## config.mk

```make
export PLATFORM = sky130hd
export DESIGN_NAME = dispense_sequencer
export DESIGN_NICKNAME = d
export VERILOG_FILES = /design/src/rtl/dispense_sequencer.sv
export SDC_FILE = /design/constraint.sdc
export NUM_CORES = 1
export LEC_CHECK = 0
export BUFFER_PORTS_ARGS = -buffer_cell sky130_fd_sc_hd__buf_4
export CORE_MARGIN = 2
export CORE_UTILIZATION = 50
export DETAILED_ROUTE_END_ITERATION = 10
export PLACE_DENSITY = 0.82
export SLEW_MARGIN = 5
export SYNTH_ARGS = -nofsm -noshare
export SYNTH_HDL_FRONTEND = slang
export SYNTH_SLANG_ARGS = --single-unit
```

## constraint.sdc

```tcl
create_clock -name clk_cnt -period 4.2 [get_ports clk_cnt]
set_input_delay 0.42 -clock clk_cnt [delete_from_list [all_inputs] [get_ports clk_cnt]]
set_output_delay 0.42 -clock clk_cnt [all_outputs]
set_load 0.01 [all_outputs]
```

## src/rtl/dispense_sequencer.sv

```systemverilog
// rtl/dispense_sequencer.sv - N-channel colour-dispense sequencer with car travel and return-to-home
// Optional: define CONTINUOUS_CYCLE_EN to let a start seen in DONE chain straight into a new sequence.
module dispense_sequencer #(
  parameter int N_CH     = 3,
  parameter int DEPTH    = 24,
  parameter int CAR_TIME = 7,
  parameter int CNT_W    = 10,
  parameter int CH_W     = 3
) (
  input  logic                  clk_cnt,
  input  logic                  rst,
  input  logic                  start,
  input  logic                  abort,
  input  logic [N_CH*CNT_W-1:0] freq_vec,
  output logic [N_CH-1:0]       ch_en,
  output logic                  motor_dir,
  output logic                  car_en,
  output logic                  car_dir,
  output logic                  busy,
  output logic                  done,
  output logic [CH_W-1:0]       ch_idx,
  output logic [2:0]            state_o
);

  typedef enum logic [2:0] {
    S_IDLE     = 3'd0,
    S_DISPENSE = 3'd1,
    S_TRAVEL   = 3'd2,
    S_RETURN   = 3'd3,
    S_DONE     = 3'd4
  } state_t;

  localparam int HOP     = CAR_TIME + 1;
  localparam int RET_MAX = N_CH * HOP;
  // sec doubles as stroke, hop and return-leg counter, so it must hold the largest of them
  localparam int SEC_MAX = (2 * DEPTH > RET_MAX) ? 2 * DEPTH : RET_MAX;
  localparam int SEC_W   = $clog2(SEC_MAX + 1);

  state_t                  state_q;
  logic [CH_W-1:0]         ch_idx_q;
  logic [SEC_W-1:0]        sec_q;
  logic [SEC_W-1:0]        ret_len_q;
  logic [CNT_W-1:0]        rnd_q;
  logic [N_CH*CNT_W-1:0]   freq_q;

  logic [CNT_W-1:0]        cur_cnt;
  logic                    dispensing;
  logic [SEC_W-1:0]        ret_disp;
  logic [SEC_W-1:0]        ret_trav;

  always_comb begin
    cur_cnt = '0;
    for (int k = 0; k < N_CH; k++) begin
      if (ch_idx_q == CH_W'(k)) cur_cnt = freq_q[k*CNT_W +: CNT_W];
    end
  end

  assign dispensing = (state_q == S_DISPENSE) && (rnd_q < cur_cnt);

  // Aborting mid-hop overruns by one extra hop so the car lands hard on the home end-stop.
  assign ret_disp = SEC_W'(32'(ch_idx_q) * 32'(HOP));
  assign ret_trav = SEC_W'((32'(ch_idx_q) + 32'd1) * 32'(HOP));

  always_ff @(posedge clk_cnt or posedge rst) begin
    if (rst) begin
      state_q   <= S_IDLE;
      ch_idx_q  <= '0;
      sec_q     <= '0;
      rnd_q     <= '0;
      ret_len_q <= '0;
      freq_q    <= '0;
    end else begin
      case (state_q)
        S_IDLE: begin
          if (start) begin
            freq_q   <= freq_vec;
            ch_idx_q <= '0;
            sec_q    <= '0;
            rnd_q    <= '0;
            state_q  <= S_DISPENSE;
          end
        end
        S_DISPENSE: begin
          if (abort || (rnd_q >= cur_cnt)) begin
            sec_q <= '0;
            rnd_q <= '0;
            if (!abort && (ch_idx_q < CH_W'(N_CH - 1))) begin
              state_q <= S_TRAVEL;
            end else if (ret_disp == '0) begin
              state_q <= S_DONE;
            end else begin
              ret_len_q <= ret_disp;
              state_q   <= S_RETURN;
            end
          end else if (sec_q == SEC_W'(2 * DEPTH)) begin
            sec_q <= '0;
            rnd_q <= rnd_q + CNT_W'(1);
          end else begin
            sec_q <= sec_q + SEC_W'(1);
          end
        end
        S_TRAVEL: begin
          if (abort) begin
            sec_q     <= '0;
            ret_len_q <= ret_trav;
            state_q   <= S_RETURN;
          end else if (sec_q == SEC_W'(CAR_TIME)) begin
            sec_q    <= '0;
            ch_idx_q <= ch_idx_q + CH_W'(1);
            state_q  <= S_DISPENSE;
          end else begin
            sec_q <= sec_q + SEC_W'(1);
          end
        end
        S_RETURN: begin
          if ((sec_q + SEC_W'(1)) >= ret_len_q) begin
            sec_q   <= '0;
            state_q <= S_DONE;
          end else begin
            sec_q <= sec_q + SEC_W'(1);
          end
        end
        S_DONE: begin
`ifdef CONTINUOUS_CYCLE_EN
          if (start) begin
            freq_q   <= freq_vec;
            ch_idx_q <= '0;
            sec_q    <= '0;
            rnd_q    <= '0;
            state_q  <= S_DISPENSE;
          end else begin
            ch_idx_q <= '0;
            state_q  <= S_IDLE;
          end
`else
          ch_idx_q <= '0;
          state_q  <= S_IDLE;
`endif
        end
        default: begin
          state_q  <= S_IDLE;
          ch_idx_q <= '0;
          sec_q    <= '0;
          rnd_q    <= '0;
        end
      endcase
    end
  end

  always_comb begin
    ch_en = '0;
    for (int k = 0; k < N_CH; k++) begin
      ch_en[k] = dispensing && (ch_idx_q == CH_W'(k));
    end
  end

  assign motor_dir = dispensing && (sec_q > SEC_W'(DEPTH));
  assign car_en    = (state_q == S_TRAVEL) || (state_q == S_RETURN);
  assign car_dir   = (state_q == S_TRAVEL);
  assign busy      = (state_q == S_DISPENSE) || (state_q == S_TRAVEL) || (state_q == S_RETURN);
  assign done      = (state_q == S_DONE);
  assign ch_idx    = ch_idx_q;
  assign state_o   = state_q;

endmodule

```

; Word level (Yosys, flattened, before mapping)
; Index checks and enable logic that the tools add are counted.
[classes]
eq_ne = 18
n_mux = 31
addsub = 4
magnitude_cmp = 5
n_reduce_logical = 23
bitwise = 3
[op_table]
columns = operator, n
row1 = $mux W10, 6
row2 = $mux W6, 10
row3 = $mux W3, 10
row4 = $pmux W10 S3, 1
row5 = $pmux W6 S5, 1
row6 = $ne A2 B2 Y1 const B, 7
row7 = $pmux W3 S4, 1
row8 = $pmux W6 S2, 1
row9 = $add A10 B1 Y10 const B, 1
row10 = $ge A10 B10 Y1, 1
row11 = $lt A10 B10 Y1, 1
row12 = $eq A3 B2 Y1 const B, 3
row13 = $pmux W3 S3, 1
row14 = $reduce_and A4 Y1, 2
row15 = $add A3 B1 Y3 const B, 2
row16 = $add A6 B1 Y6 const B, 1
row17 = $eq A3 B1 Y1 const B, 2
row18 = $eq A6 B3 Y1 const B, 1
row19 = $eq A6 B6 Y1 const B, 1
row20 = $ge A6 B6 Y1, 1
row21 = $gt A6 B5 Y1 const B, 1
row22 = $logic_and A1 B1 Y1, 6
row23 = $logic_not A3 Y1, 2
row24 = $logic_not A6 Y1, 1
row25 = other kinds (14), 20
[word_totals]
output_inout_bits = 14
register_bits = 58
wordCells = 90

; Logic depth before layout (Yosys ltp)
; Gate-level depths: netlist (run 1).
[depth]
word_depth = 8
mapped_depth = 15
ltp_nobuf = 14

; Worst setup path after synthesis (run 1)
; No wires, ideal clock.
[synth_path]
path_type = register to register
from = reg ch_idx_q[1], in the netlist ch_idx[1]
to = reg ret_len_q[5]
arrival_time_ns = 2.900
n_path_buf = 2
stages_incl_launch_ff = 16
setup_slack_ns = 1.175
setup_ns = 0.125
cell_sequence = dfrtp_1 > inv_1 > ha_1 > nor2b_1 > clkbuf_1 > a22oi_1 > nand2_1 > o21ai_0 > ha_1 > a21oi_1 > o21a_1 > o211ai_2 > nor2_2 > or3_1 > buf_2 > mux2i_1
[synth_via]
elab_chain_len = 8
word_cells_on_any_way = 18
cone_classes = add/sub: 1 / order compare: 2 / eq/ne: 5 / mux: 5 / reduce/logical: 5
[synth_lines]
columns = element, line_no
row1 = "start, declared", 40  ; logic [CH_W-1:0] ch_idx_q;
row2 = "start signal, assigned", 109  ; ch_idx_q <= ch_idx_q + CH_W'(1);
row3 = $logic_not A3 Y1, 54  ; if (ch_idx_q == CH_W'(k)) cur_cnt = freq_q[k*CNT_W +: CNT_W];
row4 = $mux W10 (3 in series), 54
row5 = $ge A10 B10 Y1, 84  ; if (abort || (rnd_q >= cur_cnt)) begin
row6 = $logic_or A1 B1 Y1, 84
row7 = $ne A2 B2 Y1 (no line), n/a
row8 = $reduce_and A5 Y1 (no line), n/a
row9 = "end signal, assigned", 92  ; ret_len_q <= ret_disp;
row10 = "end signal, assigned", 105  ; ret_len_q <= ret_trav;
row11 = "end, declared", 42  ; logic [SEC_W-1:0] ret_len_q;
; Several ways; a longest one is shown, not always the timed one. The select of a mux whose other input is x is not followed.
; A chain may end at the register's enable or synchronous reset.

; Final worst setup path (run 1)
[layout_path]
from = reg ch_idx_q[1], in the netlist ch_idx[1]
to = out motor_dir
[layout_via]
elab_chain_len = 7
word_cells_on_any_way = 9
cone_classes = order compare: 1 / eq/ne: 2 / mux: 3 / reduce/logical: 3
[layout_lines]
columns = element, line_no
row1 = $logic_not A3 Y1, 54
row2 = $mux W10 (2 in series), 54
row3 = $mux W10 (*), 54
row4 = $lt A10 B10 Y1 (*), 58  ; assign dispensing = (state_q == S_DISPENSE) && (rnd_q < cur_cnt);
row5 = $logic_and A1 B1 Y1 (*), 58
row6 = $logic_and A1 B1 Y1 (*), 157  ; assign motor_dir = dispensing && (sec_q > SEC_W'(DEPTH));
row7 = "end, declared", 16  ; output logic motor_dir,
; Every way passes the cells marked *; elsewhere a longest branch is shown, timed or not.

==> results of run 1 <==
-- how the worst max path moves through the flow --
stage	start	slack, ns	endpoint	cells after the start
floorplan	ch_idx[1]	1.17	ret_len_q[5]	15
global placement	ch_idx[1]	0.78	ret_len_q[3]	13
detailed placement	ch_idx[1]	0.51	ret_len_q[4]	13
CTS	ch_idx[1]	0.31	motor_dir	12
global route	ch_idx[1]	0.03	ch_en[2]	12
finish	ch_idx[1]	0.31	motor_dir	12
-- worst register-to-register path, stage by stage, from the launching register on --
cell      delay, ns
dfrtp_1        0.46
inv_1          0.14
ha_1           0.18
nor2b_1        0.67
a22oi_1        0.21
nand2_1        0.12
o21ai_0        0.12
ha_1           0.33
and4_1         0.23
o211ai_1       0.13
o211ai_2       0.24
nor2_2         0.36
or3_1          0.27
mux2i_1        0.20
-- layout make-up --
| class | instances | area [µm²] |
|---|---|---|
| Sequential cell | 55 | 1376 |
| Timing Repair Buffer | 49 | 367.9 |
| Inverter | 12 | 45.04 |
| Clock buffer | 5 | 68.82 |
| Clock inverter | 3 | 23.77 |
| Tap cell | 77 | 96.34 |
| Multi-Input combinational cell | 233 | 1732 |
| Fill cell | 533 | 2567 |
-- layer usage --
metal | global-route usage | vias to the layer above | routed length, µm
met3 | 0.03561 | 14 | 351
met4 | 0.06452 | 0 | 116
met1 | 0.2760 | 1201 | 3015
li1 | - | 1204 | -
met2 | 0.3319 | 82 | 3497
met5 | 0 | - | 0
-- flip-flops by register name (all words and copies together) (netlist names) --
register   cells
rnd_q         10
state_o        3
sec_q          6
ch_idx         3
freq_q        30
ret_len_q      3
-- logic make-up (layout without fill, tap and decap cells) --
kind of cell               Yosys count  in the layout  share of synthesized area
and+or+nand+nor                    100            100                     0.1638
AOI/OAI and AO/OA                   70             70                     0.1489
DFF                                 55             55                     0.4288
muxes                               37             37                     0.1287
buffers and inverters               25             69                    0.03314
adders and majority gates           22             22                    0.08577
xor gates and xnor gates             4              4                    0.01092
-- stage by stage --
stage,instances,utilization
after floorplan,313,-
after global placement,426,0.5762
after detailed placement,426,0.5762
after CTS,434,0.5910
after global routing,434,0.5910
final,434,0.5910
-- power breakdown --
part	leakage [nW]	total (mW)	internal, mW	switching (mW)
clock	0.0408	0.305	0.120	0.185
sequential	0.694	0.861	0.717	0.144
combinational	1.06	1.12	0.545	0.575
total	1.79	2.29	1.38	0.904
-- layout by cell type, fill, tap and decap left out, types with 2 or more instances in the layout --
cell type / netlist / routed
a21oi_1: 11 / 11
nor2_1: 21 / 21
a22o_1: 4 / 4
ha_1: 22 / 22
a31oi_1: 7 / 7
nand3_1: 7 / 7
buf_4: 0 / 49
or3_2: 2 / 2
clkinvlp_4: 0 / 2
and4_1: 2 / 2
nor4b_1: 2 / 2
a21o_1: 4 / 4
mux2i_1: 3 / 3
o21ai_0: 14 / 14
inv_1: 12 / 11
dfrtp_1: 55 / 55
a22oi_1: 11 / 11
mux2_2: 34 / 34
clkbuf_8: 0 / 5
nand2b_1: 6 / 6
nor3_1: 6 / 5
and2_1: 6 / 6
xnor2_1: 3 / 3
nand2_1: 31 / 31
o21bai_1: 3 / 3
nor2b_1: 6 / 6
nor3_4: 2 / 2
a211oi_1: 3 / 3
a211o_1: 2 / 2
o21a_1: 3 / 3
nand4_1: 2 / 2
==> results.sh, run 1 <==
export IMPL_core_area_um2=6277
export IMPL_power_total_mw=2.286
export IMPL_crit_chain="inv_1, ha_1, nor2b_1, a22oi_1, nand2_1, o21ai_0, ha_1, and4_1, o211ai_1, o211ai_2, nor2_1, buf_4"
export IMPL_die_w_um=84.12
export IMPL_wl_per_cell_um=16.09
export IMPL_async_reset_ff_frac=1.000
export IMPL_rrSetupSlack_ns=0.46
export IMPL_fp_dieArea_um2=7075
export IMPL_arrival_ns=3.47
export IMPL_row_count=29
export IMPL_synth_distinct_cells=47
export IMPL_finClkSkew_ns=0.007623
export IMPL_synth_top_area_frac=0.4288
export IMPL_critPathMaxStageDelay_ns=0.67
export IMPL_gp_congestion=0.8543
export IMPL_fin_hold_ws_ns=0.2804
export IMPL_cap_violations=0
export IMPL_max_freq_mhz=257.2
export IMPL_root_buffer="clkbuf_8"
export IMPL_grt_pass1_vias=2599
export IMPL_worstPathMaxFanout=11
export IMPL_end_kind="primary output"
export IMPL_required_ns=3.78
export IMPL_grt_pass1_wl_um=11900
export IMPL_grt_max_degree=56
export IMPL_rsz0062_at_grt="no"
export IMPL_synthCells=313
export IMPL_place_hpwl_um=5352
export IMPL_leakage_nw=1.793
export IMPL_layout_min_cycle_time_ns=3.888
export IMPL_power_density_nw_per_um2=616.3
export IMPL_setup_slack_ns=0.3120
export IMPL_h_tree_depth=2
export IMPL_synth_edf_count=0
export IMPL_fin_setup_tns_ns=0
export IMPL_clkTransAtPathRegs_ns=0.10
export IMPL_synth_top_flop_cell="dfrtp_1"
export IMPL_insertion_delay_ns=0.31
export IMPL_synth_seq_cells=55
export IMPL_die_y_um=84.12
export IMPL_ir_drop_uv=405.7
export IMPL_grt_ovfl_total=0
export IMPL_antenna_found_initial=0
export IMPL_r2r_cells=13
export IMPL_slew_headroom=0.4481
export IMPL_slowest_stage="nor2b_1"
export IMPL_vias_per_cell=5.763
export IMPL_initial_core_util=0.5113
export IMPL_clk_path_buf_depth=2
export IMPL_ios=48
export IMPL_synth_top_cell_by_area="dfrtp_1"
export IMPL_ant_nets=0
export IMPL_grt_usage=0.2029
export IMPL_hold_class="primary input to async pin"
export IMPL_crit_top_cell="ha_1"
export IMPL_critPathLaunchType="register"
export IMPL_synthToLayoutAreaGrowth_pct=15.59
export IMPL_r2r_start="ch_idx[1]"
export IMPL_design_area_um2=3710
export IMPL_cts_tree="yes"
export IMPL_maxSlewViolCount=0
export IMPL_cp_top_family="simple AND/OR/NAND/NOR gates"
export IMPL_synth_area_um2=3209
export IMPL_ys_seq_area_frac=0.4288
export IMPL_hold_buffers=0
export IMPL_post_place_ws_ns=0.5128
export IMPL_avgSynthCellArea_um2=10.25
export IMPL_synth_commonest_cells="55 x dfrtp_1, 34 x mux2_2, 31 x nand2_1"
export IMPL_place_area_um2=3617
export IMPL_reg2reg_to="ret_len_q[4]"
export IMPL_numCtsBuffers=5
export IMPL_syn_nets=369
export IMPL_path_buf_inv=2
export IMPL_finalHoldViolations=0
export IMPL_cts_resized_gates=0
export IMPL_routed_wl_um=6981
export IMPL_portBuffers=47
export IMPL_firstDrtPassIters=4
export IMPL_drt_initial_drc_count=176
export IMPL_yosysMostFrequentCell="dfrtp_1"
export IMPL_synthTopCellsByArea="dfrtp_1 43%, mux2_2 12%, ha_1 8.6%"
export IMPL_finalCritPeriodShare=0.9257
export IMPL_num_vias=2501
export IMPL_crit_type="register to primary output"
export IMPL_cts_sinks=55
export IMPL_drive_gt1_frac=0.2885
export IMPL_drc_errors=0
export IMPL_status="finished clean"
export IMPL_final_nets=412
export IMPL_synth_warnings=0
export IMPL_antenna_cells=0
export IMPL_cts_setup_buffers=0
export IMPL_setup_viol=0
export IMPL_worst_pin_slew_ns=0.8262
(Power assumes the default switching activity.)
==> run 2: changes to the inputs <==
--- a/config.mk
+++ b/config.mk
@@ -5,7 +5,7 @@
 export SDC_FILE = /design/constraint.sdc
 export NUM_CORES = 1
 export LEC_CHECK = 0
-export BUFFER_PORTS_ARGS = -buffer_cell sky130_fd_sc_hd__buf_4
+export BUFFER_PORTS_ARGS = -buffer_cell sky130_fd_sc_hd__buf_2
 export CORE_MARGIN = 2
 export CORE_UTILIZATION = 50
 export DETAILED_ROUTE_END_ITERATION = 10
==> run 2 against run 1 <==
Critical path depth did not move. Routed wire length decreased by 5.2%. Via count is 1.1% higher. Sequential cell count did not move. Sequential share of layout area increased by 1.2 points. Worst hold slack better by 0.0048 ns. Global-route usage fell by 0.55 points. Total power decreased by 2.5%. Core utilization down 1.8 points. Critical endpoint is now ch_en[1]. Largest cell class unchanged.
==> results.sh, run 2 (synthesis gave the netlist of run 1 again) <==
export IMPL_routed_wl_um=6616
export IMPL_status="finished clean"
export IMPL_final_common_cell="dfrtp_1"
export IMPL_portBuffers=47
export IMPL_cts_setup_buffers=0
export IMPL_antenna_found_initial=0
export IMPL_antenna_cells=0
export IMPL_cp_startpoint="ch_idx[1]"
export IMPL_leakage_nw=1.771
export IMPL_required_ns=3.78
export IMPL_synthToLayoutAreaGrowth_pct=12.01
export IMPL_grtUsageMet3=0.02967
export IMPL_grt_util_met1=0.2784
export IMPL_dp_cells=426
export IMPL_drive_gt1_frac=0.2885
export IMPL_firstDrtPassIters=5
export IMPL_intPower_mw=1.351
export IMPL_insertion_delay_ns=0.31
export IMPL_reg2reg_to="ret_len_q[5]"
export IMPL_arrival_ns=3.28
export IMPL_seqPwrFrac=0.388
export IMPL_clkTransAtPathRegs_ns=0.11
export IMPL_worstPathMaxFanout=11
export IMPL_worst_pin_slew_ns=0.7100
export IMPL_row_count=29
export IMPL_max_flop_register="freq_q"
export IMPL_setup_slack_ns=0.5003
export IMPL_initial_core_util=0.5113
export IMPL_maxSlewViolCount=0
export IMPL_swShare=0.3941
export IMPL_gp_congestion=0.8938
export IMPL_r2r_cells=13
export IMPL_h_tree_depth=2
export IMPL_crit_type="register to primary output"
export IMPL_hold_class="primary input to async pin"
export IMPL_grt_busiest_layer="met2"
export IMPL_fin_setup_tns_ns=0
export IMPL_ios=48
export IMPL_finalHoldViolations=0
export IMPL_slew_headroom=0.5257
export IMPL_hold_buffers=0
export IMPL_stdcell_count=434
export IMPL_grt_ovfl_total=0
export IMPL_cap_violations=0
export IMPL_power_density_nw_per_um2=620.2
export IMPL_final_nets=412
export IMPL_grt_max_degree=56
export IMPL_rrSetupSlack_ns=0.64
export IMPL_die_w_um=84.12
export IMPL_largest_register_ffs=30
export IMPL_die_y_um=84.12
export IMPL_r2r_start="ch_idx[1]"
export IMPL_end_kind="primary output"
export IMPL_finalCritPeriodShare=0.8809
export IMPL_grt_pass1_vias=2466
export IMPL_max_freq_mhz=270.3
export IMPL_numCtsBuffers=5
export IMPL_fp_dieArea_um2=7075
export IMPL_vias_per_cell=5.825
export IMPL_cts_resized_gates=0
export IMPL_place_hpwl_um=5104
export IMPL_layout_min_cycle_time_ns=3.700
export IMPL_core_area_um2=6277
export IMPL_mostFrequentLayoutCells="55 x dfrtp_1, 47 x buf_2, 34 x mux2_2, 31 x nand2_1, 22 x ha_1"
export IMPL_power_share_clock=0.136
export IMPL_cts_tree="yes"
export IMPL_reg_top3="freq_q: 30 flops, rnd_q: 10 flops, sec_q: 6 flops"
export IMPL_drt_initial_drc_count=247
export IMPL_ant_nets=0
export IMPL_drc_errors=0
export IMPL_wl_per_cell_um=15.24
export IMPL_post_route_util=0.5727
export IMPL_grt_pass1_wl_um=11520
export IMPL_setup_viol=0
export IMPL_rsz0062_at_grt="no"
export IMPL_power_total_mw=2.230
export IMPL_finClkSkew_ns=0.005946
export IMPL_ir_drop_uv=347.8
export IMPL_met2_usage=0.3160
export IMPL_power_frac_comb=0.475
export IMPL_grt_usage=0.1974
export IMPL_num_vias=2528
export IMPL_crit_end="ch_en[1]"
export IMPL_switchingPower_mw=0.8787
export IMPL_critPathLaunchType="register"
export IMPL_cts_sinks=55
export IMPL_root_buffer="clkbuf_8"
export IMPL_post_place_ws_ns=0.6454
export IMPL_clk_path_buf_depth=2
-- run 2: cell count changes in the layout (fill, tap and decap cells not counted), sizes merged --
cell and delta:
clkinv +1, clkinvlp -2, inv +1
-- run 2: power by group through the flow --
stage / Combinational (mW) / Clock, mW / Sequential [mW]
floorplan: 0.860 / 0 / 0.810
global placement: 1.02 / 0 / 0.867
detailed placement: 1.06 / 0 / 0.879
CTS: 1.07 / 0.314 / 0.866
global route: 1.21 / 0.331 / 0.895
finish: 1.06 / 0.304 / 0.866
-- run 2: worst min-delay path by stage --
stage | end | slack, ns
4_1_cts | freq_q[6] | 0.31
6_report | freq_q[26] | 0.29
5_1_grt | freq_q[14] | 0.32
2_1_floorplan | freq_q[21] | 0.48
3_3_place_gp | freq_q[26] | 0.48
3_5_place_dp | freq_q[29] | 0.49
-- run 2: critical path: stages, from the launching register on --
cell and delay, ns:
dfrtp_1 0.45, inv_1 0.12, ha_1 0.16, nor2b_1 0.58
a22oi_1 0.19, nand2_1 0.10, o21ai_0 0.10, ha_1 0.32
a211oi_1 0.25, o21a_1 0.20, o211a_1 0.21, and2_1 0.16
buf_2 0.13
-- run 2: through the flow --
stage	hold WS, ns	instance area (µm²)
final	0.2852	3595
after floorplan	0.4753	3209
after detailed placement	0.4938	3500
after global routing	0.3227	3595
after CTS	0.3063	3595
after global placement	0.4850	3500
-- run 2: metal layers --
| metal | up-vias | part of all wire |
|---|---|---|
| met5 | - | 0 |
| met4 | 0 | 0.014 |
| met1 | 1218 | 0.45 |
| met2 | 91 | 0.49 |
| met3 | 10 | 0.051 |
| li1 | 1209 | - |
-- run 2: area by class of cell --
class,count,area (µm²)
fillers,549,2683
repair buffers,49,250.2
clock inverters,3,26.28
multi-input cells,233,1732
inverters,12,45.04
clock buffers,5,68.82
flip-flops and latches,55,1376
well taps,77,96.34
==> run 3: changes to the inputs <==
--- a/config.mk
+++ b/config.mk
@@ -6,10 +6,12 @@
 export NUM_CORES = 1
 export LEC_CHECK = 0
 export BUFFER_PORTS_ARGS = -buffer_cell sky130_fd_sc_hd__buf_2
+export CELL_PAD_IN_SITES_DETAIL_PLACEMENT = 1
+export CELL_PAD_IN_SITES_GLOBAL_PLACEMENT = 2
 export CORE_MARGIN = 2
-export CORE_UTILIZATION = 50
+export CORE_UTILIZATION = 36
 export DETAILED_ROUTE_END_ITERATION = 10
-export PLACE_DENSITY = 0.82
+export PLACE_DENSITY = 0.9
 export SLEW_MARGIN = 5
 export SYNTH_ARGS = -nofsm -noshare
 export SYNTH_HDL_FRONTEND = slang
==> run 3 against run 2 <==
Sequential cell count is the same. Core utilization down 15 points. Non-clock buffer count grew 1. Global-route usage decreased by 3.2 points. Critical endpoint unchanged. Sequential share of layout area shrank 0.49 points.
==> results.sh, run 3 (synthesis gave the netlist of run 1 again) <==
export IMPL_status="finished clean"
export IMPL_hold_class="primary input to async pin"
export IMPL_grt_pass1_wl_um=13030
export IMPL_antenna_cells=0
export IMPL_core_area_um2=8678
export IMPL_reg2reg_to="ret_len_q[3]"
export IMPL_power_frac_comb=0.480
export IMPL_numCtsBuffers=5
export IMPL_mostFrequentLayoutCells="55 x dfrtp_1, 47 x buf_2, 34 x mux2_2, 31 x nand2_1, 22 x ha_1"
export IMPL_vias_per_cell=5.373
export IMPL_worstPathMaxFanout=10
export IMPL_fp_dieArea_um2=9687
export IMPL_hold_buffers=0
export IMPL_setup_viol=0
export IMPL_power_share_clock=0.141
export IMPL_multiInputGateArea_um2=1732
export IMPL_maxSlewViolCount=0
export IMPL_final_common_cell="dfrtp_1"
export IMPL_die_y_um=98.42
export IMPL_arrival_ns=3.39
export IMPL_largest_register_ffs=30
export IMPL_finalCritPeriodShare=0.9066
export IMPL_required_ns=3.78
export IMPL_ant_nets=0
export IMPL_initial_core_util=0.3698
export IMPL_wl_per_cell_um=16.53
export IMPL_cts_resized_gates=0
export IMPL_cp_startpoint="ch_idx[1]"
export IMPL_rrSetupSlack_ns=0.49
export IMPL_place_hpwl_um=5928
export IMPL_final_nets=413
export IMPL_clk_path_buf_depth=2
export IMPL_cts_setup_buffers=0
export IMPL_switchingPower_mw=0.9259
export IMPL_ir_drop_uv=263.4
export IMPL_drc_errors=0
export IMPL_end_kind="primary output"
export IMPL_firstDrtPassIters=4
export IMPL_grt_usage=0.1657
export IMPL_cts_tree="yes"
export IMPL_intPower_mw=1.360
export IMPL_grt_max_degree=56
export IMPL_path_depth=13
export IMPL_max_freq_mhz=262.6
export IMPL_reg_top3="freq_q: 30 flops, rnd_q: 10 flops, sec_q: 6 flops"
export IMPL_post_route_util=0.4196
export IMPL_num_vias=2504
export IMPL_fin_hold_ws_ns=0.3038
export IMPL_rsz0062_at_grt="no"
export IMPL_crit_top_cell="ha_1"
export IMPL_max_flop_register="freq_q"
export IMPL_leakage_nw=1.776
export IMPL_drt_initial_drc_count=99
export IMPL_final_seq_area_um2=1376
export IMPL_critPathMaxStageDelay_ns=0.52
export IMPL_design_area_um2=3641
export IMPL_grt_ovfl_total=0
export IMPL_path_buf_inv=2
export IMPL_drive_gt1_frac=0.2905
export IMPL_worst_pin_slew_ns=0.7177
export IMPL_critPathLaunchType="register"
export IMPL_place_area_um2=3546
export IMPL_cp_top_family="simple AND/OR/NAND/NOR gates"
export IMPL_finClkSkew_ns=0.01028
export IMPL_h_tree_depth=2
export IMPL_swShare=0.4050
export IMPL_cts_sinks=55
export IMPL_slew_headroom=0.5215
export IMPL_clkTransAtPathRegs_ns=0.11
export IMPL_routed_wl_um=7704
export IMPL_die_w_um=98.42
export IMPL_fill_cells=1014
export IMPL_antenna_found_initial=0
export IMPL_layout_min_cycle_time_ns=3.808
export IMPL_seqPwrFrac=0.378
export IMPL_insertion_delay_ns=0.32
export IMPL_crit_type="register to primary output"
export IMPL_cap_violations=0
export IMPL_r2r_cells=14
export IMPL_finalHoldViolations=0
export IMPL_ios=48
export IMPL_gp_congestion=0.8686
export IMPL_grt_pass1_vias=2643
export IMPL_crit_chain="inv_1, ha_1, nand2b_1, nor2_1, a22oi_1, nand2_1, o21ai_0, ha_1, and4_1, o211ai_1, o211a_1, and2_1, buf_2"
export IMPL_root_buffer="clkbuf_8"
export IMPL_power_density_nw_per_um2=628.0
export IMPL_slowest_stage="nor2_1"
export IMPL_portBuffers=47
export IMPL_power_total_mw=2.286
export IMPL_synthToLayoutAreaGrowth_pct=13.45
export IMPL_fin_setup_tns_ns=0
export IMPL_row_count=34
export IMPL_r2r_start="ch_idx[1]"
run 3: how the worst max path moves through the flow:
stage                   endpoint  slack [ns]
global placement    ret_len_q[4]        0.68
detailed placement  ret_len_q[3]        0.47
CTS                     ch_en[1]        0.35
finish                  ch_en[1]        0.39
global route            ch_en[1]        0.10
floorplan           ret_len_q[5]        1.17
run 3: worst reg2reg max path, cell delays in order (launching register included):
cell and delay [ns]:
dfrtp_1 0.47, inv_1 0.15, ha_1 0.18, nand2b_1 0.09, nor2_1 0.52, a22oi_1 0.15, nand2_1 0.10, o21ai_0 0.10
ha_1 0.34, and4_1 0.24, o211ai_1 0.15, o211ai_2 0.25, nor2_2 0.41, or3_1 0.28, mux2i_1 0.21
run 3: per-stage QoR:
stage,setup slack (ns),cells
after floorplan,1.175,313
after global placement,0.6844,458
after detailed placement,0.4715,458
after CTS,0.3534,466
after global routing,0.1025,466
final,0.3923,466
run 3: area by class of cell:
class / instances / share of cell area
tap: 108 / 0.03711
inverter: 12 / 0.01237
sequential: 55 / 0.3780
timing repair buffer: 50 / 0.07079
multi-input combinational: 233 / 0.4756
clock inverter: 3 / 0.007216
clock buffer: 5 / 0.01890
run 3: power by group through the flow:
stage | Sequential, mW | Combinational [mW] | Clock (mW)
2_1_floorplan | 0.810 | 0.860 | 0
6_report | 0.865 | 1.10 | 0.323
3_5_place_dp | 0.880 | 1.11 | 0
4_1_cts | 0.866 | 1.12 | 0.332
3_3_place_gp | 0.870 | 1.06 | 0
5_1_grt | 0.898 | 1.24 | 0.357
run 3: per-layer routing:
| metal | GRT usage | vias to the layer above | share of wire | wire (µm) |
|---|---|---|---|---|
| li1 | - | 1213 | - | - |
| met1 | 0.2268 | 1236 | 0.49 | 3791 |
| met2 | 0.2726 | 44 | 0.47 | 3588 |
| met3 | 0.02837 | 11 | 0.029 | 224 |
| met4 | 0.04636 | 0 | 0.013 | 99 |
| met5 | 0 | - | 0 | 0 |
